`config.mk`:
```
export PLATFORM = sky130hd
export DESIGN_NAME = routing_config_loader
export DESIGN_NICKNAME = d
export VERILOG_FILES = /design/src/rtl/routing_config_loader.sv
export SDC_FILE = /design/constraint.sdc
export NUM_CORES = 2
export LEC_CHECK = 0
export ABC_AREA = 1
export BUFFER_PORTS_ARGS = -buffer_cell sky130_fd_sc_hd__buf_2
export CORE_ASPECT_RATIO = 1.5
export CORE_UTILIZATION = 40
export DETAILED_ROUTE_END_ITERATION = 12
export PLACE_DENSITY = 0.69
export SLEW_MARGIN = 20
export SYNTH_ARGS = -nofsm -noshare
export SYNTH_HDL_FRONTEND = slang
export SYNTH_SLANG_ARGS = --single-unit
export TNS_END_PERCENT = 100
```
`constraint.sdc`:
```
create_clock -name clk -period 2.8 [get_ports clk]
set_clock_uncertainty 0.1 [all_clocks]
set_input_delay 0.28 -clock clk [delete_from_list [all_inputs] [get_ports clk]]
set_output_delay 0.28 -clock clk [all_outputs]
set_load 0.05 [all_outputs]
```
`src/rtl/routing_config_loader.sv`:
```
// Configuration loader: assembles a byte-stream frame into a shadow register, verifies an XOR
// checksum and commits the whole select vector to the routing fabric in a single edge.
module routing_config_loader #(
   parameter int unsigned CFG_WIDTH  = 900,
   parameter int unsigned WORD_WIDTH = 8
) (
   input  logic                  clk,
   input  logic                  rst,
   input  logic                  start,
   input  logic [WORD_WIDTH-1:0] in_data,
   input  logic                  in_valid,
   output logic                  in_ready,
   output logic [CFG_WIDTH-1:0]  cfg_out,
   output logic                  cfg_loaded,
   output logic                  busy,
   output logic                  err
);

   localparam int unsigned NWORDS = (CFG_WIDTH + WORD_WIDTH - 1) / WORD_WIDTH;
   localparam int unsigned CntW   = (NWORDS > 1) ? $clog2(NWORDS) : 1;
   localparam logic [CntW-1:0] LastCnt = CntW'(NWORDS - 1);

   localparam logic [1:0] StIdle  = 2'd0;
   localparam logic [1:0] StLoad  = 2'd1;
   localparam logic [1:0] StCheck = 2'd2;

   logic [1:0]            state_q, state_d;
   logic [CntW-1:0]       cnt_q, cnt_d;
   logic [WORD_WIDTH-1:0] acc_q, acc_d;
   logic [CFG_WIDTH-1:0]  shadow_q, shadow_d;
   logic [CFG_WIDTH-1:0]  cfg_q, cfg_d;
   logic                  loaded_q, loaded_d;
   logic                  err_q, err_d;
   logic                  ready_q, ready_d;

   logic                  accept;
   logic [CFG_WIDTH-1:0]  word_mask;
   logic [CFG_WIDTH-1:0]  word_data;

   assign accept = in_valid && ready_q;

   // The final word's mask and data fall off the top of the vector, truncating it.
   assign word_mask = {{(CFG_WIDTH - WORD_WIDTH){1'b0}}, {WORD_WIDTH{1'b1}}}
                      << (32'(cnt_q) * WORD_WIDTH);
   assign word_data = CFG_WIDTH'({NWORDS{in_data}});

   always_comb begin
      state_d  = state_q;
      cnt_d    = cnt_q;
      acc_d    = acc_q;
      shadow_d = shadow_q;
      cfg_d    = cfg_q;
      loaded_d = loaded_q;
      err_d    = err_q;

      if (start) begin
         // Restart wins over any word presented in the same cycle.
         state_d = StLoad;
         cnt_d   = '0;
         acc_d   = '0;
         err_d   = 1'b0;
      end else begin
         case (state_q)
            StIdle: begin
               state_d = StIdle;
            end
            StLoad: begin
               if (accept) begin
                  shadow_d = (shadow_q & ~word_mask) | (word_data & word_mask);
                  acc_d    = acc_q ^ in_data;
                  if (cnt_q == LastCnt) begin
                     state_d = StCheck;
                  end else begin
                     cnt_d = cnt_q + 1'b1;
                  end
               end
            end
            StCheck: begin
               if (accept) begin
                  if (in_data == acc_q) begin
                     cfg_d    = shadow_q;
                     loaded_d = 1'b1;
                  end else begin
                     err_d = 1'b1;
                  end
                  state_d = StIdle;
               end
            end
            default: begin
               state_d = StIdle;
            end
         endcase
      end

      ready_d = (state_d == StLoad) || (state_d == StCheck);
   end

   always_ff @(posedge clk) begin
      if (rst) begin
         state_q  <= StIdle;
         cnt_q    <= '0;
         acc_q    <= '0;
         shadow_q <= '0;
         cfg_q    <= '0;
         loaded_q <= 1'b0;
         err_q    <= 1'b0;
         ready_q  <= 1'b0;
      end else begin
         state_q  <= state_d;
         cnt_q    <= cnt_d;
         acc_q    <= acc_d;
         shadow_q <= shadow_d;
         cfg_q    <= cfg_d;
         loaded_q <= loaded_d;
         err_q    <= err_d;
         ready_q  <= ready_d;
      end
   end

   assign in_ready   = ready_q;
   assign busy       = ready_q;
   assign cfg_out    = cfg_q;
   assign cfg_loaded = loaded_q;
   assign err        = err_q;

endmodule

```
== Yosys cells after proc, flatten, opt, wreduce, memory -nomap -nowiden ==
Index checks and enable logic that the tools add are counted.

* Word-level logic and storage cells: 37
* Output and inout bits: 904
* Flip-flop bits (word level): 1820

* Reductions and logical operators: 8
* Equality and inequality tests: 6
* Shift-type cells: 1
* $add $sub $neg: 1
* Bitwise operators: 8
* Muxes and demuxes: 5

{| class="wikitable"
|+ Operator list
! operator !! count
|-
| bitwise AND 900 bit || 2
|-
| NOT 900 bit || 1
|-
| bitwise OR 900 bit || 1
|-
| left shift 8 x 10 -> 900 bit, first input constant || 1
|-
| AND reduction 3 bit || 3
|-
| equality test 8 bit || 1
|-
| 2-to-1 mux 2 bit || 4
|-
| bitwise XOR 8 bit || 1
|-
| adder 7 x 1 -> 7 bit, second input constant || 1
|-
| equality test 7 bit, second input constant || 1
|-
| equality test 2 x 1 -> 1 bit, second input constant || 2
|-
| equality test 2 bit, second input constant || 2
|-
| case mux 2 bit (2 select lines) || 1
|-
| AND reduction 4 bit || 1
|-
| NOT 1 bit || 3
|-
| AND reduction 2 bit || 1
|-
| OR reduction 2 bit || 1
|-
| logical AND 1 bit || 1
|-
| logical OR 1 bit || 1
|}

== Depth between registers and ports, before layout ==
* Word-level depth: 7
* Depth in mapped cells: 13
* Depth with buffers taken out: 11

== Worst setup path before layout ==
OpenSTA, ideal clock, no wires.

* Path kind: register -> register
* Start point: reg ready_q, in the netlist busy
* End point: reg (tool-made name)
* Arrival: 1974 ps
* Stages on the path, launching flop included: 12
* Required time: 2587 ps
* Setup time: 113 ps
* Period minus slack after synthesis: 2187 ps
* Slack: 613 ps
* Cell sequence: dfxtp_1 > nand2_2 > nor2_8 > nand2_4 > nor2_8 > nand2_4 > buf_6 > nor2_8 > buf_4 > nand2_1 > nand2_1 > nor2_1

{| class="wikitable"
|+ RTL lines
! element !! RTL line !! RTL
|-
| start: declaration || 34 || <nowiki>logic ready_q, ready_d;</nowiki>
|-
| start signal: assignment || 116 || <nowiki>ready_q <= ready_d;</nowiki>
|}

==> implementation parameters <==
Parameter                              Value

Power and ir drop
  Power density normalized to cell area    615 nW/um2
  Clock power share    0.468
  VDD IR max    0.000462 V
  Static power due to leakage    44.3 nW
  Switching Share    0.221
  Switching power    11.3 mW
  Portion of total power attributed to sequential cells    0.507
  Tot Pwr    51.1 mW
  Logic pwr share    0.025
  Int Power    39.8 mW

Clocking
  Setup Fix Bufs, Post-CTS    0
  Number of buffers created by CTS    177
  Later-pin clock latency in the skew report    820 ps
  CTS Buffer Depth    4
  Clock input transition at the sequential cells of the worst setup and hold paths    70 ps
  Number of sinks driven by the clock tree    1820
  H-tree lvl count    4
  Root Driver    clkbuf_16
  TritonCTS clock tree    built

Flow run
  Max capacitance violation total    0

Detailed routing
  WL/cell    17.1 um
  Met3 wire len    15400 um
  M1 wire length    99400 um
  DRC violations left    0
  Total via count after detailed routing    62839
  Via count normalized by instance count    4.70
  DRT antenna net count    0
  Total length of routed met2 wires    105000 um
  DR iter-0 viols    4695
  Length of the first detailed-routing pass in iterations    6
  Wirelength, routed    228000 um
  Top layer in use    met5

Critical path
  Worst Path Arrival    3240 ps
  Number of cells on the critical path    11
  Largest driver fanout on the critical path    9
  Top delay family on crit path    simple AND/OR/NAND/NOR gates
  Length in cells of the worst reg-to-reg path    11
  Cell at the slowest stage of the critical path    dfxtp_1
  Startpoint types    flip-flop
  Cell chain of the critical path    inv_1 -> ha_1 -> nand2_1 -> nor2_1 -> inv_1 -> nor2_2 -> buf_4 -> nand2_1 -> inv_1 -> nor2_1 -> nor2_1
  Worst setup path class    flip-flop to flip-flop
  CP Capture Type    flip-flop
  Delay of the slowest critical-path stage    350 ps
  WP data required    3430 ps
  Count of buffer and inverter cells on the critical path    4
  Worst R2R Start    cnt_q[0]$_SDFFE_PP0P_
  Worst setup slack for register-to-register paths    190 ps

Logic synthesis
  Post-synthesis sequential element count    1820
  Ys Warns    0
  Post-synth net total    10240
  Number of synthesized flops with an enable pin    0
  Multiplexer area fraction after synthesis    0
  Top post-synthesis cells by area    dfxtp_1 (51%), nor2_1 (18%), nand2_1 (13%)
  Synth Area in Compound Gates    0.0586
  Cell type contributing the most total cell area after synthesis    dfxtp_1
  Simple-gate area share of the yosys netlist    0.327
  Fraction of synthesis flops using an asynchronous set or reset pin    0
  Main combinational cell family by area after synthesis    simple AND/OR/NAND/NOR gates
  Share of the yosys chip area belonging to registers    0.513
  Synth cell count leaders    nor2_1 (3338), nand2_1 (2391), dfxtp_1 (1820)
  XOR/XNOR share of the synthesized area    0.000370
  Mean instance size in the synthesized netlist    6.96 um2
  Number of cells produced by synthesis    10220
  Post-synthesis adder-cell area fraction    0.00141
  Post-synthesis cell type count    32
  Most used DFF post-synth    dfxtp_1
  Cell area after synthesis    71100 um2
  Fraction of synthesized cell area taken by the top area cell type    0.513
  Most common cell in the synthesized netlist    nor2_1

Global routing
  GR Util All Layers    0.245
  Via count of the first global-routing pass    57655
  Maximum number of pins on one net before global-route repair    157
  Final global-route overflow total    0
  Initial antenna violation count    11
  Global-route wire length before repair    342000 um

Die
  Height of the chip    518 um
  Floorplan die area    179000 um2
  FP Rows    189
  Horizontal die dimension    346 um
  Starting utilization of the core area    0.402
  Placeable core area    177000 um2
  Number of I/O pins    916

Timing
  Number of endpoints with negative hold slack in the final report    0
  Portion of the clock cycle consumed by the worst path in the final layout    0.934
  Worst max-slew margin expressed relative to the limit    0.223
  Slew Viols, Final    0
  Max Clock Freq    382 MHz
  Final setup violating endpoints    0
  Worst slew pin tran    1170 ps
  Unrepaired setup endpoints after global routing    false
  Min Clock Period, post-route    2610 ps
  Post-route setup TNS    0 ps

Placement
  PortBufs    915
  Placed instance area    77200 um2
  Detailed-placement wirelength estimate    152000 um
  Final GP Congestion    0.873

Min path
  Hold Crit Class    flip-flop to flip-flop
  Hold-critical path depth    2

Final layout
  Share of post-route cells with drive strength above 1    0.139
  Number of nets in the final layout    10963
  Layout area overhead    16.9%
  Finished Core Util    0.470
  Final cell area excluding filler cells    83100 um2

Run status
  Run status    finished clean
## routing by layer
layer / global-route usage / up-vias
met4: 0.0900 / 6
met2: 0.405 / 2029
met3: 0.0410 / 399
li1: - / 31771
met1: 0.319 / 28634
met5: 0 / -
## cell type report
| type | instances | area, um2 |
|---|---|---|
| fillers | 17496 | 93600 |
| well taps | 2292 | 2870 |
| diodes | 6 | 15.0 |
| clock buffers | 258 | 5080 |
| flip-flops and latches | 1820 | 36400 |
| repair buffers | 1103 | 6580 |
| multi-input cells | 6800 | 27500 |
| clock inverters | 49 | 628 |
| inverters | 1041 | 3940 |
## tightest hold or removal path: stages (launching register included)
cell     delay (ps)
dfxtp_1         310
inv_1            40
a21oi_1          50
## power groups by stage
stage,sequential (mW),clock [mW],combinational [mW]
after floorplan,26.5,0,0.735
after CTS,25.9,24.3,1.27
after global routing,25.9,25.3,1.38
after global placement,26.5,0,1.24
after detailed placement,26.5,0,1.25
final,25.9,23.9,1.28
## logic make-up after synthesis
family | after synthesis
AOI/OAI and AO/OA | 832
xor gates and xnor gates | 3
adders and majority gates | 8
buffers and inverters | 1600
DFF | 1820
and+or+nand+nor | 5957
## how the worst max path moves through the flow
stage / end / startpoint
2_1_floorplan: flip-flop / busy$_SDFF_PP0_
3_3_place_gp: flip-flop / cnt_q[0]$_SDFFE_PP0P_
3_5_place_dp: flip-flop / cnt_q[0]$_SDFFE_PP0P_
4_1_cts: flip-flop / cnt_q[0]$_SDFFE_PP0P_
5_1_grt: flip-flop / cnt_q[0]$_SDFFE_PP0P_
6_report: flip-flop / cnt_q[0]$_SDFFE_PP0P_
## through the flow
| step | setup slack (ps) | instances | hold slack (ps) |
|---|---|---|---|
| 6_report | 186 | 13369 | 343 |
| 5_1_grt | 1.84 | 13365 | 361 |
| 4_1_cts | 36.0 | 13363 | 289 |
| 3_5_place_dp | 75.3 | 13042 | 334 |
| 3_3_place_gp | 123 | 13042 | 332 |
| 2_1_floorplan | 613 | 10220 | 324 |
## what timing repair did
item | in CTS | in global routing
gates resized for setup | 0 | 2
setup endpoints to repair | 0 | 17
endpoints found under the hold margin | 81 | 0
hold buffers | 14 | 0
## cell usage in the layout, fill, tap and decap left out, drive strengths merged
cell type,Yosys,layout
xor2,3,3
nand3b,2,2
nor3,21,21
dlygate4sd3,0,14
clkbuf,288,258
nand4,8,8
inv,1040,1048
dfxtp,1820,1820
nor2,3480,3480
clkinvlp,0,3
a211oi,1,1
o21ai,665,665
bufinv,0,11
clkinv,1,28
a21oi,166,166
diode,0,6
ha,8,8
nand3,51,51
buf,271,1089
nand2,2395,2395
Note: power is estimated with default switching activity, not from simulation.
